**config.mk**
```make
export PLATFORM = sky130hd
export DESIGN_NAME = cam_sccb_config_flat
export DESIGN_NICKNAME = d
export VERILOG_FILES = /design/src/rtl/cam_pkg.sv /design/src/rtl/cam_sccb_config_if.sv /design/src/rtl/ov7670_reg_rom.sv /design/src/rtl/cam_sccb_config.sv /design/src/flat_wrapper.sv
export SDC_FILE = /design/constraint.sdc
export NUM_CORES = 1
export LEC_CHECK = 0
export CAP_MARGIN = 20
export CORE_ASPECT_RATIO = 1.1
export CORE_MARGIN = 2
export CORE_UTILIZATION = 55
export DETAILED_ROUTE_END_ITERATION = 10
export GPL_TIMING_DRIVEN = 1
export PLACE_DENSITY_LB_ADDON = 0.15
export SETUP_SLACK_MARGIN = 0.4
export SYNTH_ARGS = -nofsm -noshare
export SYNTH_HDL_FRONTEND = slang
export SYNTH_SLANG_ARGS = --single-unit
export TNS_END_PERCENT = 10
```
**constraint.sdc**
```tcl
create_clock -name Clk -period 3 [get_ports Clk]
set_input_delay 0.6 -clock Clk [delete_from_list [all_inputs] [get_ports Clk]]
set_output_delay 0.6 -clock Clk [all_outputs]
set_load 0.05 [all_outputs]
```
**src/rtl/cam_pkg.sv**
```systemverilog
// Shared types and constants for the OV7670 SCCB power-up configuration sequencer.
// The soft-reset prologue is selected by CAM_SCCB_SOFT_RESET_EN in cam_sccb_config.sv.
package cam_pkg;

  typedef enum logic [3:0] {
    IDLE,
    SRST_WR,
    SRST_WAIT,
    LOAD,
    START,
    SHIFT,
    STOP,
    GAP,
    DONE
  } sccb_state_t;

  typedef struct packed {
    logic [7:0] reg_addr;
    logic [7:0] val;
  } sccb_entry_t;

  localparam logic [15:0] SCCB_END        = 16'hFFFF;
  localparam logic [7:0]  OV7670_COM7     = 8'h12;
  localparam logic [7:0]  COM7_SOFT_RESET = 8'h80;

  // Don't-care bits are 1 so the open-drain line is released for the ACK slot.
  function automatic logic [26:0] sccb_frame(input logic [7:0] dev, input sccb_entry_t e);
    return {dev, 1'b1, e.reg_addr, 1'b1, e.val, 1'b1};
  endfunction

endpackage

```
**src/rtl/cam_sccb_config_if.sv**
```systemverilog
// Control/status bundle between the camera configuration sequencer and its host.
// start is a single-cycle request pulse (no ready); it is taken only when busy is low.
interface cam_sccb_config_if;
  import cam_pkg::*;

  logic        start;
  logic        sioc;
  logic        siod_oe;
  logic        busy;
  logic        done;
  logic [7:0]  reg_count;
  sccb_state_t dbg_state;

  modport master (
    input  start,
    output sioc, siod_oe, busy, done, reg_count, dbg_state
  );

  modport slave (
    output start,
    input  sioc, siod_oe, busy, done, reg_count, dbg_state
  );
endinterface

```
**src/rtl/ov7670_reg_rom.sv**
```systemverilog
// OV7670 register table for RGB565 VGA output; 16'hFFFF terminates the table.
module ov7670_reg_rom
  import cam_pkg::*;
(
  input  logic [7:0]  addr,
  output sccb_entry_t entry
);

  always_comb begin
    case (addr)
      8'd0:    entry = {8'h12, 8'h04};
      8'd1:    entry = {8'h40, 8'hD0};
      8'd2:    entry = {8'h11, 8'h01};
      8'd3:    entry = {8'h8C, 8'h00};
      8'd4:    entry = {8'h3A, 8'h04};
      default: entry = SCCB_END;
    endcase
  end

endmodule

```
**src/rtl/cam_sccb_config.sv**
```systemverilog
// Walks the OV7670 register table and issues SCCB 3-phase writes on SIOC/SIOD.
// Define CAM_SCCB_SOFT_RESET_EN to prefix each run with a COM7 soft reset and settle wait.
module cam_sccb_config
  import cam_pkg::*;
#(
  parameter int          CLK_HZ       = 50_000_000,
  parameter int          SCCB_HZ      = 100_000,
  parameter logic [7:0]  DEV_ADDR     = 8'h42,
  parameter int          GAP_Q        = 4,
  parameter int          RST_WAIT_CYC = 50_000
) (
  input logic              Clk,
  input logic              Reset,
  cam_sccb_config_if.master bus
);

  localparam int Q  = CLK_HZ / (4 * SCCB_HZ);
  localparam int QW = $clog2(Q + 1);
  localparam int WW = $clog2(RST_WAIT_CYC + 2);

  sccb_state_t   state_q, state_d;
  logic [QW-1:0] qcnt_q, qcnt_d;
  logic [7:0]    quarter_q, quarter_d;
  logic [4:0]    bit_q, bit_d;
  logic [26:0]   shreg_q, shreg_d;
  logic [WW-1:0] wait_q, wait_d;
  logic          sioc_q, sioc_d;
  logic          oe_q, oe_d;
  logic          busy_q, busy_d;
  logic          done_q, done_d;
  logic [7:0]    cnt_q, cnt_d;
  logic          srst_q, srst_d;
  logic          last_q, last_d;

  logic          qend;
  logic          begin_run;
  logic          do_lookup;
  logic [7:0]    rom_addr;
  sccb_entry_t   rom_entry;

  assign qend     = (qcnt_q == QW'(Q - 1));
  assign rom_addr = (state_q == LOAD) ? cnt_q : 8'd0;

  ov7670_reg_rom u_rom (
    .addr  (rom_addr),
    .entry (rom_entry)
  );

  always_comb begin
    state_d   = state_q;
    qcnt_d    = qend ? '0 : qcnt_q + QW'(1);
    quarter_d = quarter_q;
    bit_d     = bit_q;
    shreg_d   = shreg_q;
    wait_d    = wait_q;
    sioc_d    = sioc_q;
    oe_d      = oe_q;
    busy_d    = busy_q;
    done_d    = done_q;
    cnt_d     = cnt_q;
    srst_d    = srst_q;
    last_d    = last_q;
    begin_run = 1'b0;
    do_lookup = 1'b0;

    case (state_q)
      IDLE: begin_run = 1'b1;
      DONE: begin_run = bus.start;
      SRST_WR: begin
        state_d = START;
        shreg_d = sccb_frame(DEV_ADDR, {OV7670_COM7, COM7_SOFT_RESET});
        srst_d  = 1'b1;
        sioc_d  = 1'b1;
        oe_d    = 1'b1;
      end
      SRST_WAIT: begin
        if (wait_q == WW'(RST_WAIT_CYC - 1)) state_d = LOAD;
        else                                 wait_d  = wait_q + WW'(1);
      end
      LOAD: do_lookup = 1'b1;
      START: if (qend) begin
        if (quarter_q == 8'd0) begin
          quarter_d = 8'd1;
          sioc_d    = 1'b0;
        end else begin
          state_d = SHIFT;
          bit_d   = 5'd0;
          oe_d    = ~shreg_q[26];
          shreg_d = shreg_q << 1;
        end
      end
      SHIFT: if (qend) begin
        case (quarter_q)
          8'd0: quarter_d = 8'd1;
          8'd1: begin
            quarter_d = 8'd2;
            sioc_d    = 1'b1;
          end
          8'd2: quarter_d = 8'd3;
          default: begin
            // SIOD moves on the same edge SIOC falls, i.e. it is updated while SIOC is low.
            sioc_d = 1'b0;
            if (bit_q == 5'd26) begin
              state_d = STOP;
              oe_d    = 1'b1;
            end else begin
              bit_d     = bit_q + 5'd1;
              quarter_d = 8'd0;
              oe_d      = ~shreg_q[26];
              shreg_d   = shreg_q << 1;
            end
          end
        endcase
      end
      STOP: if (qend) begin
        case (quarter_q)
          8'd0: begin
            quarter_d = 8'd1;
            sioc_d    = 1'b1;
          end
          8'd1: begin
            quarter_d = 8'd2;
            oe_d      = 1'b0;
          end
          default: begin
            if (srst_q) begin
              state_d = SRST_WAIT;
              srst_d  = 1'b0;
            end else begin
              state_d = GAP;
              // Entry 255 is the last the 8-bit index can reach; the count saturates there.
              last_d  = (cnt_q == 8'hFF);
              cnt_d   = (cnt_q == 8'hFF) ? 8'hFF : cnt_q + 8'd1;
            end
          end
        endcase
      end
      GAP: if (qend) begin
        if (quarter_q == 8'(GAP_Q - 1)) begin
          if (last_q) begin
            state_d = DONE;
            busy_d  = 1'b0;
            done_d  = 1'b1;
          end else begin
            state_d = LOAD;
          end
        end else begin
          quarter_d = quarter_q + 8'd1;
        end
      end
      default: state_d = IDLE;
    endcase

    if (begin_run) begin
      busy_d = 1'b1;
      done_d = 1'b0;
      cnt_d  = 8'd0;
      last_d = 1'b0;
      srst_d = 1'b0;
`ifdef CAM_SCCB_SOFT_RESET_EN
      state_d = SRST_WR;
`else
      do_lookup = 1'b1;
`endif
    end

    // From IDLE/DONE the table lookup happens in the start cycle so SIOD falls with busy.
    if (do_lookup) begin
      if (rom_entry == SCCB_END) begin
        state_d = DONE;
        busy_d  = 1'b0;
        done_d  = 1'b1;
      end else begin
        state_d = START;
        shreg_d = sccb_frame(DEV_ADDR, rom_entry);
        sioc_d  = 1'b1;
        oe_d    = 1'b1;
      end
    end

    if (state_d != state_q) begin
      qcnt_d    = '0;
      quarter_d = 8'd0;
      wait_d    = '0;
    end
  end

  always_ff @(posedge Clk) begin
    if (Reset) begin
      state_q   <= IDLE;
      qcnt_q    <= '0;
      quarter_q <= 8'd0;
      bit_q     <= 5'd0;
      shreg_q   <= '0;
      wait_q    <= '0;
      sioc_q    <= 1'b1;
      oe_q      <= 1'b0;
      busy_q    <= 1'b0;
      done_q    <= 1'b0;
      cnt_q     <= 8'd0;
      srst_q    <= 1'b0;
      last_q    <= 1'b0;
    end else begin
      state_q   <= state_d;
      qcnt_q    <= qcnt_d;
      quarter_q <= quarter_d;
      bit_q     <= bit_d;
      shreg_q   <= shreg_d;
      wait_q    <= wait_d;
      sioc_q    <= sioc_d;
      oe_q      <= oe_d;
      busy_q    <= busy_d;
      done_q    <= done_d;
      cnt_q     <= cnt_d;
      srst_q    <= srst_d;
      last_q    <= last_d;
    end
  end

  assign bus.sioc      = sioc_q;
  assign bus.siod_oe   = oe_q;
  assign bus.busy      = busy_q;
  assign bus.done      = done_q;
  assign bus.reg_count = cnt_q;
  assign bus.dbg_state = state_q;

endmodule

```
**src/flat_wrapper.sv**
```systemverilog
// flat-port wrapper written by rule: the top's interface ports become plain ports
module cam_sccb_config_flat import cam_pkg::*;
#(
  parameter int          CLK_HZ       = 50_000_000,
  parameter int          SCCB_HZ      = 100_000,
  parameter logic [7:0]  DEV_ADDR     = 8'h42,
  parameter int          GAP_Q        = 4,
  parameter int          RST_WAIT_CYC = 50_000
)
  (Clk, Reset, bus_start, bus_sioc, bus_siod_oe, bus_busy, bus_done, bus_reg_count, bus_dbg_state);
  cam_sccb_config_if bus_i ();
  input logic Clk;
  input logic Reset;
  input wire logic [$bits(bus_i.start)-1:0] bus_start;
  output wire logic [$bits(bus_i.sioc)-1:0] bus_sioc;
  output wire logic [$bits(bus_i.siod_oe)-1:0] bus_siod_oe;
  output wire logic [$bits(bus_i.busy)-1:0] bus_busy;
  output wire logic [$bits(bus_i.done)-1:0] bus_done;
  output wire logic [$bits(bus_i.reg_count)-1:0] bus_reg_count;
  output wire logic [$bits(bus_i.dbg_state)-1:0] bus_dbg_state;
  assign bus_i.start = bus_start;
  assign bus_sioc = bus_i.sioc;
  assign bus_siod_oe = bus_i.siod_oe;
  assign bus_busy = bus_i.busy;
  assign bus_done = bus_i.done;
  assign bus_reg_count = bus_i.reg_count;
  assign bus_dbg_state = bus_i.dbg_state;
  cam_sccb_config #(.CLK_HZ(CLK_HZ), .SCCB_HZ(SCCB_HZ), .DEV_ADDR(DEV_ADDR), .GAP_Q(GAP_Q), .RST_WAIT_CYC(RST_WAIT_CYC)) u_core (.Clk(Clk), .Reset(Reset), .bus(bus_i));
endmodule
```
### After elaboration in Yosys (flattened, before gate mapping)

Cells that the tools add are included.

* bits in registers: 81
* output and inout bits: 16
* word-level logic and storage cells: 154

* $add $sub $neg: 5
* equal/unequal tests: 33
* mux-type cells: 81
* bitwise gates (word level): 4
* reductions and logical operators: 18

Operators with widths (number)
* two-way mux 27 bit: 7
* one-hot mux 27 bit (3 select lines): 1
* one-hot mux 16 bit (5 select lines): 1
* two-way mux 8 bit: 9
* two-way mux 4 bit: 13
* two-way mux 1 bit: 34
* == test 16 bit, second input constant: 2
* == test 8 x 2 -> 1 bit, second input constant: 4
* one-hot mux 8 bit (4 select lines): 1
* one-hot mux 4 bit (7 select lines): 1
* two-way mux 5 bit: 5
* one-hot mux 8 bit (3 select lines): 1
* adder 16 x 1 -> 16 bit, second input constant: 1
* adder 8 x 1 -> 8 bit, second input constant: 2
* == test 4 x 3 -> 1 bit, second input constant: 4
* == test 8 x 1 -> 1 bit, second input constant: 2
* zero test 8 bit: 2
* one-hot mux 8 bit (2 select lines): 1
* != test 2 x 1 -> 1 bit, second input constant: 5
* != test 2 bit, second input constant: 5
* one-hot mux 5 bit (2 select lines): 1
* AND reduction 9 bit: 1
* OR reduction 3 bit: 3
* == test 4 x 2 -> 1 bit, second input constant: 2
* other kinds (23): 33

### Depth between registers and ports, before layout

Gate-level depths: netlist of run 1.

* word-level depth: 9
* gate-level depth with buffers: 11

### Cells and area by module

From an unflattened synthesis of run 1, not the netlist that was laid out.

* cells, all modules: 561
* area, all modules: 4750.8 um2

By module, submodules not included
* cam_sccb_config: times used 1, cells each 538, area an instance 4556.9 um2, sequential area each 1621.6 um2
* ov7670_reg_rom: times used 1, cells each 23, area an instance 193.9 um2, sequential area each 0.0 um2

### Least setup slack after synthesis of run 1

OpenSTA, ideal clock, no wires.

* path type: register -> register
* start point: register u_core.cnt_q[3] (netlist: u_core.bus.reg_count[3])
* end point: register u_core.quarter_q[2]
* setup time: 0.088 ns
* arrival time: 2.618 ns
* data required time: 2.912 ns
* path slack: 0.294 ns
* stages on the path, launching flop included: 7
* path buffers: 1
* period minus slack after synthesis: 2.706 ns
* cells stage by stage: dfxtp_1 -> or4_4 -> nor4_4 -> a2111oi_1 -> a2111o_1 -> buf_6 -> nor4_2

* cells in the longest elaborated chain, start to end: 8

RTL lines
* start, declared: RTL line cam_sccb_config.sv:31 `logic [7:0] cnt_q, cnt_d;`
* start signal, assigned: RTL line cam_sccb_config.sv:214 `cnt_q <= cnt_d;`
* two-way mux 8 bit (*): RTL line cam_sccb_config.sv:42 `assign rom_addr = (state_q == LOAD) ? cnt_q : 8'd0;`
* == test 8 x 3 -> 1 bit (tied with other cells): RTL line ov7670_reg_rom.sv:10 `case (addr)`
* one-hot mux 16 bit (5 select lines) (*): RTL line ov7670_reg_rom.sv:10
* == test 16 bit (*): RTL line cam_sccb_config.sv:169 `if (rom_entry == SCCB_END) begin`
* two-way mux 4 bit (*): RTL line cam_sccb_config.sv:169
* two-way mux 4 bit (*): RTL line cam_sccb_config.sv:168 `if (do_lookup) begin`
* != test 4 bit (*): RTL line cam_sccb_config.sv:181 `if (state_d != state_q) begin`
* OR reduction 2 bit (no line) (*)
* end signal, assigned: RTL line cam_sccb_config.sv:206 `quarter_q <= quarter_d;`
* end, declared: RTL line cam_sccb_config.sv:23 `logic [7:0] quarter_q, quarter_d;`

Mark *: on every way between the ends. The rest lies on a longest branch, timed or not.
A chain may end at the register's enable or synchronous reset.

### Worst setup path after layout of run 1

* start point: register u_core.state_q[0] (netlist: u_core.bus.dbg_state[0])
* end point: output port bus_dbg_state[0]

RTL lines
* start, declared: RTL line cam_sccb_config.sv:21 `sccb_state_t state_q, state_d;`
* start signal, assigned: RTL line cam_sccb_config.sv:204 `state_q <= state_d;`
* end, declared: RTL line flat_wrapper.sv:20 `output wire logic [$bits(bus_i.dbg_state)-1:0] bus_dbg_state;`

No word-level cell between the ends.

==> results of run 1 <==
-- cell families after synthesis --
kind of cell    Yosys count  share of synthesized area (%)
compound gates          124                           19.8
xor+xnor                 30                           6.15
fa+ha+maj                10                           2.93
buf+inv                  48                           4.59
flops                    81                           37.9
mux                       7                           1.64
simple gates            203                           27.0
-- report_power, final --
group	total, W	switching (W)	internal (W)
combinational	0.0000876	0.0000540	0.0000337
sequential	0.00109	0.00000868	0.00109
clock	0.000835	0.000416	0.000419
total	0.00202	0.000479	0.00154
-- sequential cells by signal, indices dropped and copies added, names as in the netlist --
register	cells
u_core.qcnt_q	7
u_core.wait_q	16
u_core.bus.sioc	1
u_core.last_q	1
u_core.bus.siod_oe	1
u_core.bit_q	5
u_core.bus.busy	1
u_core.bus.reg_count	8
u_core.srst_q	1
u_core.bus.dbg_state	4
u_core.bus.done	1
u_core.shreg_q	27
u_core.quarter_q	8
-- repair_timing --
| action | in CTS | in global routing |
|---|---|---|
| cloned | 0 | 0 |
| gates resized for setup | 2 | 15 |
| endpoints found under the hold margin | 0 | 0 |
| hold buffers | 0 | 0 |
| setup endpoints to repair | 20 | 57 |
| pin swaps | 0 | 1 |
-- area by class of cell --
cell class                 instances  area [um^2]  area share, %
timing repair buffer              43          397           7.96
tap                              105          131           2.64
clock inverter                     6         75.1           1.51
clock buffer                      10          138           2.76
sequential                        81         1620           32.6
multi-input combinational        374         2550           51.3
inverter                          17         63.8           1.28
-- worst paths after layout --
path	start	cells after the start	endpoint	slack, ps
setup reg to reg	u_core.quarter_q[7]$_SDFFE_PP0P_	6	u_core.quarter_q[0]$_SDFFE_PP0P_	510
hold reg to reg	u_core.shreg_q[0]$_SDFF_PP0_	2	u_core.shreg_q[0]$_SDFF_PP0_	460
hold / removal	u_core.shreg_q[0]$_SDFF_PP0_	2	u_core.shreg_q[0]$_SDFF_PP0_	460
setup / recovery	u_core.bus.dbg_state[0]$_SDFF_PP0_	1	bus_dbg_state[0]	500
-- layer usage --
layer / track usage [%] / up-vias
met1: 31.8 / 1852
met2: 41.1 / 92
li1: - / 1920
met5: 0 / -
met4: 8.46 / 0
met3: 5.61 / 19
-- placed cells by master (no fill, tap or decap), types with 8 or more instances in the layout --
master,Yosys,final
sky130_fd_sc_hd__dfxtp_1,81,81
sky130_fd_sc_hd__nor2_1,48,48
sky130_fd_sc_hd__nor3_1,36,35
sky130_fd_sc_hd__nand2_1,25,25
sky130_fd_sc_hd__a22oi_1,24,24
sky130_fd_sc_hd__a21oi_1,22,22
sky130_fd_sc_hd__buf_4,0,22
sky130_fd_sc_hd__xnor2_1,21,21
sky130_fd_sc_hd__o21ai_0,22,21
sky130_fd_sc_hd__nand3_1,20,20
sky130_fd_sc_hd__clkdlybuf4s50_1,0,18
sky130_fd_sc_hd__inv_1,17,17
sky130_fd_sc_hd__nand4_1,11,11
sky130_fd_sc_hd__nor4_2,11,10
sky130_fd_sc_hd__ha_1,10,10
sky130_fd_sc_hd__clkbuf_8,0,10
sky130_fd_sc_hd__xor2_1,9,9
sky130_fd_sc_hd__a31oi_1,10,9
sky130_fd_sc_hd__and3_1,8,8
-- metrics by stage --
stage	setup slack, ps	hold slack (ps)	power, W
5_1_grt	396	473	0.00210
2_1_floorplan	412	437	0.00117
3_3_place_gp	355	448	0.00120
6_report	501	460	0.00202
3_5_place_dp	298	450	0.00121
4_1_cts	379	461	0.00204
==> tab_implementation.tex, run 1 <==
\begin{tabular}{lr}
\hline
Metric & Value \\
\hline
\multicolumn{2}{l}{\textbf{Timing}} \\
\quad Final clock period utilization by the worst path & 83.3\% \\
\quad Pins over their slew limit & 0 \\
\quad Worst-case headroom to the max-slew limit & 53.2\% \\
\quad Achievable Freq & 0.400 GHz \\
\quad Final hold violations & 0 \\
\quad Final-layout setup total negative slack & 0 ps \\
\quad Unrepaired setup endpoints after global routing & yes \\
\quad Slew at the pin closest to its max-slew limit & 697 ps \\
\quad Final setup violation count & 0 \\
\quad Worst clock skew & 9.75 ps \\
\quad Final critical path time including I/O delays and setup & 2500 ps \\
\multicolumn{2}{l}{\textbf{Yosys}} \\
\quad Number of synthesized flops with an enable pin & 0 \\
\quad Post-Synthesis Cell Area & 4280 um\^{}2 \\
\quad Cell types with the highest counts after synthesis & 81 x sky130\_fd\_sc\_hd\_\_dfxtp\_1, 48 x sky130\_fd\_sc\_hd\_\_nor2\_1, 36 x sky130\_fd\_sc\_hd\_\_nor3\_1 \\
\quad Cell with the most instances after synthesis & sky130\_fd\_sc\_hd\_\_dfxtp\_1 \\
\quad Number of synthesized register bits & 81 \\
\quad Post-Syn Nets & 516 \\
\quad Instance count of the mapped netlist & 503 \\
\quad Count of yosys warnings during synthesis & 0 \\
\quad Synth area leaders & sky130\_fd\_sc\_hd\_\_dfxtp\_1 38\%, sky130\_fd\_sc\_hd\_\_xnor2\_1 4.3\%, sky130\_fd\_sc\_hd\_\_nor3\_1 4.2\% \\
\quad Cell taking the most area after synthesis & sky130\_fd\_sc\_hd\_\_dfxtp\_1 \\
\quad Mean cell area of the mapped netlist & 8.50 um\^{}2 \\
\quad Async set-or-reset flop fraction in the synthesized netlist & 0\% \\
\quad Post-synth top area share & 37.9\% \\
\quad Share of the yosys chip area belonging to registers & 37.9\% \\
\quad Most frequently used flop master after synthesis & sky130\_fd\_sc\_hd\_\_dfxtp\_1 \\
\quad Count of distinct cell types in the synthesized netlist & 62 \\
\multicolumn{2}{l}{\textbf{Placement}} \\
\quad Total of buffers placed on input and output ports & 18 \\
\quad Final RePlAce weighted congestion & 0.872 \\
\quad Total placed cells including tap cells & 620 \\
\quad Dpl hpwl & 7030 um \\
\quad Placed Area & 4680 um\^{}2 \\
\multicolumn{2}{l}{\textbf{Floorplanning}} \\
\quad Chip width & 88.1 um \\
\quad I/O Pins & 19 \\
\quad Core footprint & 7510 um\^{}2 \\
\quad Full die area & 8500 um\^{}2 \\
\quad Initial cell density of the core & 56.9\% \\
\quad Floorplan row count & 33 \\
\quad Vertical die dimension & 96.5 um \\
\multicolumn{2}{l}{\textbf{Detailed routing}} \\
\quad Routed length on met3 & 481 um \\
\quad Vias post-DR & 3883 \\
\quad Wire length after detailed routing & 9930 um \\
\quad Top Metal Used & met4 \\
\quad Routed length per instance & 15.6 um \\
\quad Final routed DRC violation total & 0 \\
\quad DRT met1 WL & 4380 um \\
\quad Detailed-route vias per instance & 6.11 \\
\quad Met2 wirelength from detailed routing & 4880 um \\
\quad First DRT Iteration DRCs & 195 \\
\quad DRT antenna net count & 0 \\
\quad Total iterations of the first detailed-routing run & 5 \\
\multicolumn{2}{l}{\textbf{Worst setup path}} \\
\quad Type of destination of the critical path & output port \\
\quad Critical path peak fanout & 15 \\
\quad WP data required & 2400 ps \\
\quad Category of the most critical setup path & flop to output port \\
\quad Sum of buffers and inverters on the critical path & 1 \\
\quad Delay-heaviest family, CP & buffers and inverters \\
\quad Critical Path Start Type & flop \\
\quad Arrival time of the worst setup path & 1900 ps \\
\quad Cell type of the slowest stage on the worst timing path & sky130\_fd\_sc\_hd\_\_clkdlybuf4s50\_1 \\
\quad Largest stage delay on the critical path & 920 ps \\
\quad Critical Path, Cell by Cell & clkdlybuf4s50\_1 \\
\multicolumn{2}{l}{\textbf{Layout}} \\
\quad Design area & 4980 um\^{}2 \\
\quad Filler-free cell count of the finished design & 636 \\
\quad Final core occ & 66.3\% \\
\quad Share of layout cells above drive strength 1 & 13.9\% \\
\quad Total of fill cells in the finished design & 661 \\
\quad Antenna fix cells & 0 \\
\quad Final Net Count & 539 \\
\quad Area delta synth->final & 16.5\% \\
\multicolumn{2}{l}{\textbf{Clock network}} \\
\quad Deepest level of the CTS H-tree & 3 \\
\quad Post-CTS setup buffer count & 0 \\
\quad Clock sink total & 81 \\
\quad Buffer type at the clock tree root & sky130\_fd\_sc\_hd\_\_clkbuf\_8 \\
\quad Clock latency of the later-clocked register in the worst-skew pair & 350 ps \\
\quad Clock slew seen by the registers of the worst setup and hold paths & 80 ps \\
\quad Cts bufs inserted & 9 \\
\quad Clock buffer depth & 2 \\
\quad CTS tree & yes \\
\multicolumn{2}{l}{\textbf{Power}} \\
\quad PD cells & 405 nW/um\^{}2 \\
\quad Leakage power summed over all cells & 1.66 nW \\
\quad Worst supply voltage drop on vdd & 0.356 mV \\
\multicolumn{2}{l}{\textbf{Run}} \\
\quad Total of max-cap violations & 0 \\
\multicolumn{2}{l}{\textbf{GRT}} \\
\quad Tot GR Track Use & 24.7\% \\
\quad Initial antenna violation count & 0 \\
\quad Maximum number of pins on one net before global-route repair & 32 \\
\quad Global-route wire length before repair & 16700 um \\
\quad Via count of the first global-routing pass & 3583 \\
\quad Total congestion overflow after global routing & 0 \\
\multicolumn{2}{l}{\textbf{Min path}} \\
\quad Min-delay worst type & flop to flop \\
\multicolumn{2}{l}{\textbf{Outcome}} \\
\quad Status & completed \\
\hline
\end{tabular}
Note: power is estimated with default switching activity, not from simulation.
==> run 2, diff against run 1 <==
==> constraint.sdc (replaced) <==
create_clock -name Clk -period 2.14 [get_ports Clk]
set_input_delay 0.428 -clock Clk [delete_from_list [all_inputs] [get_ports Clk]]
set_output_delay 0.428 -clock Clk [all_outputs]
set_load 0.05 [all_outputs]
==> run 2 against run 1 <==
Against the previous run: the run now ends with negative setup slack left; sequential share of layout area shrank 5.9 points; non-clock buffer count grew 92; design area increased by 23%; highest routed layer unchanged.
==> tab_implementation.tex, run 2 (synthesis results as in run 1) <==
\begin{tabular}{lr}
\hline
Metric & Value \\
\hline
\multicolumn{2}{l}{\textbf{Outcome}} \\
\quad Status & finished with violations \\
\quad Violations in the final reports & negative setup slack \\
\multicolumn{2}{l}{\textbf{Layout}} \\
\quad Final Net Count & 631 \\
\quad Share of layout cells above drive strength 1 & 38.5\% \\
\quad Area delta synth->final & 43.8\% \\
\quad Total of fill cells in the finished design & 472 \\
\quad Biggest register & u\_core.shreg\_q \\
\quad Commonest cells after routing, fill and taps aside & 109 x sky130\_fd\_sc\_hd\_\_buf\_4, 71 x sky130\_fd\_sc\_hd\_\_dfxtp\_1, 45 x sky130\_fd\_sc\_hd\_\_nor2\_1, 25 x sky130\_fd\_sc\_hd\_\_nand2\_1 \\
\quad Most frequent standard cell in the layout excluding fill and tap cells & sky130\_fd\_sc\_hd\_\_buf\_4 \\
\quad Antenna fix cells & 0 \\
\quad Max reg flops & 27 \\
\quad Regs by FF count & u\_core.shreg\_q x27, u\_core.wait\_q x16 \\
\multicolumn{2}{l}{\textbf{Floorplanning}} \\
\quad Full die area & 8500 um\^{}2 \\
\quad Chip width & 88.1 um \\
\quad Vertical die dimension & 96.5 um \\
\quad Floorplan row count & 33 \\
\quad I/O Pins & 19 \\
\quad Core footprint & 7510 um\^{}2 \\
\quad Initial cell density of the core & 56.9\% \\
\multicolumn{2}{l}{\textbf{Power}} \\
\quad Combinational fraction of design power & 5.3\% \\
\quad Switching share of total power & 22.7\% \\
\quad Register share of total power & 50.3\% \\
\quad Psw & 0.000692 W \\
\quad Leakage power summed over all cells & 2.28 nW \\
\quad PD cells & 496 nW/um\^{}2 \\
\quad Cell internal power dissipation & 0.00235 W \\
\quad Worst supply voltage drop on vdd & 0.370 mV \\
\quad Proportion of power drawn by the clock network & 44.4\% \\
\multicolumn{2}{l}{\textbf{Placement}} \\
\quad Worst slack at placement & -285 ps \\
\quad Dpl hpwl & 8470 um \\
\quad Total of buffers placed on input and output ports & 18 \\
\quad Final RePlAce weighted congestion & 0.888 \\
\multicolumn{2}{l}{\textbf{Detailed routing}} \\
\quad Detailed-route vias per instance & 6.18 \\
\quad Vias post-DR & 4502 \\
\quad Final routed DRC violation total & 0 \\
\quad First DRT Iteration DRCs & 403 \\
\quad DRT antenna net count & 0 \\
\quad Routed length per instance & 17.8 um \\
\quad Wire length after detailed routing & 13000 um \\
\quad Total iterations of the first detailed-routing run & 5 \\
\multicolumn{2}{l}{\textbf{Worst setup path}} \\
\quad Critical path launch point & u\_core.quarter\_q[4]\$\_SDFFE\_PP0P\_ \\
\quad Arrival time of the worst setup path & 2730 ps \\
\quad Category of the most critical setup path & flop to flop \\
\quad WP data required & 2430 ps \\
\quad CP most frequent cell & sky130\_fd\_sc\_hd\_\_buf\_4 \\
\quad Sum of buffers and inverters on the critical path & 3 \\
\quad Critical path peak fanout & 5 \\
\quad R2R setup slack & -310 ps \\
\quad Reg-to-reg endpoint & u\_core.quarter\_q[6]\$\_SDFFE\_PP0P\_ \\
\quad Delay-heaviest family, CP & simple AND/OR/NAND/NOR gates \\
\quad Type of destination of the critical path & flop \\
\quad Depth of the worst register-to-register path & 8 \\
\quad Critical Path Start Type & flop \\
\quad Launching point of the worst reg2reg path & u\_core.quarter\_q[4]\$\_SDFFE\_PP0P\_ \\
\quad Critical Path, Cell by Cell & or4\_4, nor3\_4, nor3\_2, a2111o\_1, buf\_6, buf\_4, buf\_4, nor4\_2 \\
\quad Largest stage delay on the critical path & 580 ps \\
\quad Cell type of the slowest stage on the worst timing path & sky130\_fd\_sc\_hd\_\_or4\_4 \\
\multicolumn{2}{l}{\textbf{Timing}} \\
\quad Achievable Freq & 0.408 GHz \\
\quad Final critical path time including I/O delays and setup & 2450 ps \\
\quad Least setup slack across all paths after layout & -309 ps \\
\quad Final setup violation count & 67 \\
\quad Worst clock skew & 9.07 ps \\
\quad Final hold violations & 0 \\
\quad Unrepaired setup endpoints after global routing & yes \\
\quad Final clock period utilization by the worst path & 114\% \\
\quad Final-layout setup total negative slack & -14440 ps \\
\quad Worst-case headroom to the max-slew limit & 44.5\% \\
\quad Slew at the pin closest to its max-slew limit & 826 ps \\
\quad Pins over their slew limit & 0 \\
\multicolumn{2}{l}{\textbf{GRT}} \\
\quad Total congestion overflow after global routing & 0 \\
\quad Via count of the first global-routing pass & 4430 \\
\quad Initial antenna violation count & 0 \\
\quad Maximum number of pins on one net before global-route repair & 29 \\
\quad Tot GR Track Use & 30.4\% \\
\quad Global-route wire length before repair & 20300 um \\
\multicolumn{2}{l}{\textbf{Run}} \\
\quad Total of max-cap violations & 0 \\
\multicolumn{2}{l}{\textbf{Clock network}} \\
\quad Clock sink total & 81 \\
\quad Number of buffers added to fix hold violations after cts & 0 \\
\quad CTS tree & yes \\
\quad Deepest level of the CTS H-tree & 3 \\
\quad Clock latency of the later-clocked register in the worst-skew pair & 370 ps \\
\quad Clock slew seen by the registers of the worst setup and hold paths & 80 ps \\
\quad Clock buffer depth & 2 \\
\quad Cts bufs inserted & 9 \\
\quad Buffer type at the clock tree root & sky130\_fd\_sc\_hd\_\_clkbuf\_8 \\
\multicolumn{2}{l}{\textbf{Min path}} \\
\quad Min-delay worst type & flop to flop \\
\quad Hold-critical path endpoint & u\_core.shreg\_q[0]\$\_SDFF\_PP0\_ \\
\quad Number of cells on the worst hold path & 2 \\
\quad Start point of the worst min-delay path & u\_core.shreg\_q[0]\$\_SDFF\_PP0\_ \\
\hline
\end{tabular}
run 2: area by class of cell:
class,count,area (um^2),area share (%)
repair buffers,135,1180,19.2
well taps,105,131,2.14
inverters,17,63.8,1.04
clock inverters,5,82.6,1.34
clock buffers,11,163,2.65
flip-flops and latches,81,1640,26.7
multi-input cells,374,2890,47.0
run 2: what timing repair did:
item	CTS	global route
gates cloned	1	0
resized for setup	45	43
endpoints found under the setup margin	90	84
setup buffers	5	7
pin swaps	10	32
hold endpoints to repair	0	0
run 2: tightest hold or removal path, cell delays in order, from the launching register on:
cell and delay, ps:
sky130_fd_sc_hd__dfxtp_1 320, sky130_fd_sc_hd__nand2_1 50, sky130_fd_sc_hd__a21oi_1 60
run 2: stage by stage:
| step | hold WS, ps | util (%) | std cells | area, um^2 | power, W |
|---|---|---|---|---|---|
| floorplan | 437 | - | 503 | 4460 | 0.00165 |
| global placement | 446 | 73.3 | 699 | 5510 | 0.00170 |
| detailed placement | 462 | 73.3 | 699 | 5510 | 0.00171 |
| CTS | 474 | 78.8 | 721 | 5920 | 0.00306 |
| global route | 513 | 81.8 | 728 | 6150 | 0.00314 |
| finish | 478 | 81.8 | 728 | 6150 | 0.00305 |
run 2: worst max path at each step:
stage | end | slack (ps) | cells past startpoint
final | u_core.quarter_q[6]$_SDFFE_PP0P_ | -310 | 8
after global routing | u_core.quarter_q[6]$_SDFFE_PP0P_ | -370 | 12
after CTS | u_core.wait_q[7]$_SDFFE_PP0P_ | -240 | 9
after detailed placement | u_core.quarter_q[7]$_SDFFE_PP0P_ | -290 | 8
after global placement | u_core.quarter_q[4]$_SDFFE_PP0P_ | -240 | 8
after floorplan | u_core.qcnt_q[0]$_SDFF_PP0_ | -140 | 6
run 2: layer usage:
metal | track usage [%] | up-vias | part of all wire, %
li1 | - | 2108 | -
met1 | 36.9 | 2175 | 41
met2 | 52.0 | 162 | 50
met3 | 7.31 | 57 | 5.4
met4 | 12.1 | 0 | 3.4
met5 | 0 | - | 0
run 2: power by group through the flow:
stage / Sequential [W] / Combinational (W) / Clock (W)
after floorplan: 0.00158 / 0.0000745 / 0
after global placement: 0.00157 / 0.000137 / 0
after detailed placement: 0.00157 / 0.000140 / 0
after CTS: 0.00153 / 0.000153 / 0.00137
after global routing: 0.00154 / 0.000170 / 0.00144
final: 0.00153 / 0.000160 / 0.00135
==> run 3, diff against run 2 <==
--- a/config.mk
+++ b/config.mk
@@ -12,8 +12,10 @@
 export DETAILED_ROUTE_END_ITERATION = 10
 export GPL_TIMING_DRIVEN = 1
 export PLACE_DENSITY_LB_ADDON = 0.15
+export RECOVER_POWER = 100
 export SETUP_SLACK_MARGIN = 0.4
 export SYNTH_ARGS = -nofsm -noshare
 export SYNTH_HDL_FRONTEND = slang
+export SYNTH_HIERARCHICAL = 1
 export SYNTH_SLANG_ARGS = --single-unit
 export TNS_END_PERCENT = 10
==> run 3 against run 2 <==
Against the previous run: the run still ends with negative setup slack left; sequential cell count did not move; sequential share of layout area decreased by 0.19 points; cell count is 6.9% higher; first-iteration DRC count shrank 18%; utilization fell by 7.7 points; register-to-register slack worse by 510 ps; area after synthesis is 11% higher; die area rose by 11%; synthesized cell count increased by 12%; global-route usage is 2.5 points lower; combinational power grew 89%; critical path type unchanged; largest cell class unchanged; largest power group unchanged.
==> tab_implementation.tex, run 3 <==
\begin{tabular}{lr}
\hline
Metric & Value \\
\hline
\multicolumn{2}{l}{\textbf{Worst setup path}} \\
\quad Reg-to-reg endpoint & u\_core/quarter\_q[4]\$\_SDFFE\_PP0P\_ \\
\quad Critical Path Start Type & flop \\
\quad WP data required & 2400 ps \\
\quad Category of the most critical setup path & flop to flop \\
\quad CP endpoint & u\_core/quarter\_q[4]\$\_SDFFE\_PP0P\_ \\
\quad Launching point of the worst reg2reg path & u\_core/bus.dbg\_state[1]\$\_SDFF\_PP0\_ \\
\quad Critical path launch point & u\_core/bus.dbg\_state[1]\$\_SDFF\_PP0\_ \\
\quad Critical path peak fanout & 16 \\
\quad R2R setup slack & -820 ps \\
\quad Type of destination of the critical path & flop \\
\quad Largest stage delay on the critical path & 450 ps \\
\quad Arrival time of the worst setup path & 3220 ps \\
\quad Cell type of the slowest stage on the worst timing path & sky130\_fd\_sc\_hd\_\_nor4\_4 \\
\quad Critical Path, Cell by Cell & nand2\_4, nor3\_4, buf\_4, and2\_4, o21ai\_0, nand3b\_1, nand4\_1, nor4\_4, and3\_1, a311oi\_2, buf\_4, o21ai\_4, buf\_12, a211oi\_2 \\
\quad Depth of the worst register-to-register path & 14 \\
\quad CP most frequent cell & sky130\_fd\_sc\_hd\_\_buf\_4 \\
\multicolumn{2}{l}{\textbf{Floorplanning}} \\
\quad Vertical die dimension & 101 um \\
\quad Initial cell density of the core & 56.8\% \\
\quad I/O Pins & 19 \\
\quad Full die area & 9400 um\^{}2 \\
\quad Chip width & 92.6 um \\
\quad Core footprint & 8360 um\^{}2 \\
\quad Floorplan row count & 35 \\
\multicolumn{2}{l}{\textbf{Power}} \\
\quad Worst supply voltage drop on vdd & 0.340 mV \\
\quad Power after layout & 0.00305 W \\
\quad PD cells & 493 nW/um\^{}2 \\
\quad Leakage power summed over all cells & 2.32 nW \\
\multicolumn{2}{l}{\textbf{Timing}} \\
\quad Final critical path time including I/O delays and setup & 2960 ps \\
\quad Final setup violation count & 66 \\
\quad Least setup slack across all paths after layout & -823 ps \\
\quad Pins over their slew limit & 0 \\
\quad Slew at the pin closest to its max-slew limit & 591 ps \\
\quad Worst clock skew & 9.69 ps \\
\quad Unrepaired setup endpoints after global routing & yes \\
\quad Final clock period utilization by the worst path & 138\% \\
\quad Final hold violations & 0 \\
\quad Worst-case headroom to the max-slew limit & 60.8\% \\
\quad Achievable Freq & 0.338 GHz \\
\multicolumn{2}{l}{\textbf{Yosys}} \\
\quad Post-Syn Nets & 574 \\
\quad Most frequently used flop master after synthesis & sky130\_fd\_sc\_hd\_\_dfxtp\_1 \\
\quad Post-synthesis xor/xnor area fraction & 4.24\% \\
\quad Combinational family with the most area after synthesis & simple AND/OR/NAND/NOR gates \\
\quad Instance count of the mapped netlist & 561 \\
\quad Async set-or-reset flop fraction in the synthesized netlist & 0\% \\
\quad Post-Synthesis Cell Area & 4750 um\^{}2 \\
\quad Fraction of the mapped netlist area in simple logic gates & 33.9\% \\
\quad Post-synth top area share & 34.1\% \\
\quad Post-synthesis share of cell area spent on full adders, half adders and majority gates & 2.84\% \\
\quad Mean cell area of the mapped netlist & 8.47 um\^{}2 \\
\quad Cell with the most instances after synthesis & sky130\_fd\_sc\_hd\_\_dfxtp\_1 \\
\quad Number of synthesized register bits & 81 \\
\quad Number of synthesized flops with an enable pin & 0 \\
\quad Synth area leaders & sky130\_fd\_sc\_hd\_\_dfxtp\_1 34\%, sky130\_fd\_sc\_hd\_\_nor3\_2 5.7\%, sky130\_fd\_sc\_hd\_\_nor3\_1 4.6\% \\
\quad Count of distinct cell types in the synthesized netlist & 71 \\
\quad Count of yosys warnings during synthesis & 6 \\
\quad Multiplexer share of the synthesized area & 0.843\% \\
\quad Share of the yosys chip area belonging to registers & 34.1\% \\
\quad Cell types with the highest counts after synthesis & 81 x sky130\_fd\_sc\_hd\_\_dfxtp\_1, 48 x sky130\_fd\_sc\_hd\_\_nor2\_1, 44 x sky130\_fd\_sc\_hd\_\_nor3\_1 \\
\quad Compound-Gate Fraction of Synth Area & 18.3\% \\
\quad Cell taking the most area after synthesis & sky130\_fd\_sc\_hd\_\_dfxtp\_1 \\
\multicolumn{2}{l}{\textbf{Clock network}} \\
\quad Buffer type at the clock tree root & sky130\_fd\_sc\_hd\_\_clkbuf\_8 \\
\quad Clock slew seen by the registers of the worst setup and hold paths & 90 ps \\
\quad CTS tree & yes \\
\quad Clock latency of the later-clocked register in the worst-skew pair & 370 ps \\
\quad Cts bufs inserted & 9 \\
\quad Deepest level of the CTS H-tree & 3 \\
\quad Number of buffers added to fix hold violations after cts & 0 \\
\quad Clock sink total & 81 \\
\quad Clock buffer depth & 2 \\
\multicolumn{2}{l}{\textbf{Layout}} \\
\quad Area delta synth->final & 30.4\% \\
\quad Share of layout cells above drive strength 1 & 33.4\% \\
\quad Antenna fix cells & 0 \\
\quad Commonest cells after routing, fill and taps aside & 107 x sky130\_fd\_sc\_hd\_\_buf\_4, 74 x sky130\_fd\_sc\_hd\_\_dfxtp\_1, 48 x sky130\_fd\_sc\_hd\_\_nor2\_1, 39 x sky130\_fd\_sc\_hd\_\_nor3\_1, 31 x sky130\_fd\_sc\_hd\_\_nand2\_1 \\
\quad Final Net Count & 675 \\
\quad Max reg flops & 27 \\
\quad Most frequent standard cell in the layout excluding fill and tap cells & sky130\_fd\_sc\_hd\_\_buf\_4 \\
\quad Regs by FF count & u\_core/shreg\_q x27, u\_core/wait\_q x16 \\
\quad Biggest register & u\_core/shreg\_q \\
\quad Final core occ & 74.1\% \\
\multicolumn{2}{l}{\textbf{Detailed routing}} \\
\quad Final routed DRC violation total & 0 \\
\quad Detailed-route vias per instance & 6.02 \\
\quad Wire length after detailed routing & 12600 um \\
\quad DRT antenna net count & 0 \\
\quad Total iterations of the first detailed-routing run & 5 \\
\quad Vias post-DR & 4686 \\
\quad Routed length per instance & 16.2 um \\
\quad First DRT Iteration DRCs & 331 \\
\multicolumn{2}{l}{\textbf{Run}} \\
\quad Total of max-cap violations & 0 \\
\multicolumn{2}{l}{\textbf{Placement}} \\
\quad Dpl hpwl & 8850 um \\
\quad Total of buffers placed on input and output ports & 18 \\
\quad Worst slack at placement & -853 ps \\
\quad Final RePlAce weighted congestion & 0.876 \\
\multicolumn{2}{l}{\textbf{Min path}} \\
\quad Number of cells on the worst hold path & 2 \\
\quad Min-delay worst type & flop to flop \\
\multicolumn{2}{l}{\textbf{GRT}} \\
\quad Via count of the first global-routing pass & 4449 \\
\quad Total congestion overflow after global routing & 0 \\
\quad Initial antenna violation count & 0 \\
\quad Global-route wire length before repair & 21200 um \\
\quad Maximum number of pins on one net before global-route repair & 37 \\
\quad Tot GR Track Use & 28.0\% \\
\multicolumn{2}{l}{\textbf{Outcome}} \\
\quad Violations in the final reports & negative setup slack \\
\quad Status & finished with violations \\
\hline
\end{tabular}
[run 3: cell types whose count changed in the layout (fill, tap and decap cells not counted), moves of 6 or more]
cell,delta
sky130_fd_sc_hd__nor3_1,+25
sky130_fd_sc_hd__a221oi_1,+13
sky130_fd_sc_hd__nor3_2,+9
sky130_fd_sc_hd__nor4_2,-8
sky130_fd_sc_hd__nand3_1,+7
sky130_fd_sc_hd__a22oi_1,-6
sky130_fd_sc_hd__nand2_1,+6
sky130_fd_sc_hd__nand3b_1,+6
sky130_fd_sc_hd__xnor2_1,-6
[run 3: cell families after synthesis]
logic type / Yosys count
AO/OA/AOI/OAI: 118
XOR/XNOR: 23
adder cells (fa/ha/maj): 11
buffers and inverters: 56
flip-flops: 81
multiplexers: 4
AND/OR/NAND/NOR: 268
[run 3: critical path: cells and delay by family, from the launching register on]
| kind | cells | cell delay [ps] |
|---|---|---|
| flip-flops | 1 | 360 |
| AO/OA/AOI/OAI | 4 | 450 |
| buffers and inverters | 3 | 520 |
| AND/OR/NAND/NOR | 7 | 1520 |
[run 3: how the worst min path moves through the flow]
stage,startpoint,endpoint
2_1_floorplan,u_core/shreg_q[0]$_SDFF_PP0_,u_core/shreg_q[0]$_SDFF_PP0_
3_3_place_gp,u_core/shreg_q[0]$_SDFF_PP0_,u_core/shreg_q[0]$_SDFF_PP0_
3_5_place_dp,u_core/shreg_q[0]$_SDFF_PP0_,u_core/shreg_q[0]$_SDFF_PP0_
4_1_cts,u_core/shreg_q[0]$_SDFF_PP0_,u_core/shreg_q[0]$_SDFF_PP0_
5_1_grt,u_core/shreg_q[0]$_SDFF_PP0_,u_core/shreg_q[0]$_SDFF_PP0_
6_report,u_core/shreg_q[0]$_SDFF_PP0_,u_core/shreg_q[0]$_SDFF_PP0_
[run 3: where the power goes]
part           switching, W  internal (W)
clock              0.000626      0.000561
sequential        0.0000216       0.00154
combinational      0.000178      0.000126
total              0.000825       0.00223
[run 3: metal layers]
metal	share of wire, %	up-vias	track usage [%]
li1	-	2286	-
met1	45	2211	37.9
met2	48	171	45.4
met3	5.7	18	5.58
met4	1.6	0	8.82
met5	0	-	0
[run 3: area by class of cell]
type / instances / area, um^2
flip-flops and latches: 81 / 1640
well taps: 111 / 139
inverters: 14 / 52.6
repair buffers: 132 / 1110
clock buffers: 9 / 124
multi-input cells: 424 / 3040
fillers: 610 / 2170
clock inverters: 7 / 83.8
[run 3: per-stage QoR]
stage | setup TNS, ps | hold slack, ps | cell area (um^2) | instances
final | -40620 | 466 | 6200 | 778
after global routing | -53090 | 509 | 6200 | 778
after CTS | -40030 | 466 | 6150 | 776
after detailed placement | -43380 | 455 | 5820 | 759
after global placement | -34770 | 444 | 5820 | 759
after floorplan | -62840 | 436 | 4860 | 561
[run 3: what timing repair did]
| item | CTS | global route |
|---|---|---|
| setup buffers | 1 | 2 |
| endpoints found under the setup margin | 94 | 86 |
| pin swaps | 25 | 13 |
| gates resized for setup | 58 | 13 |
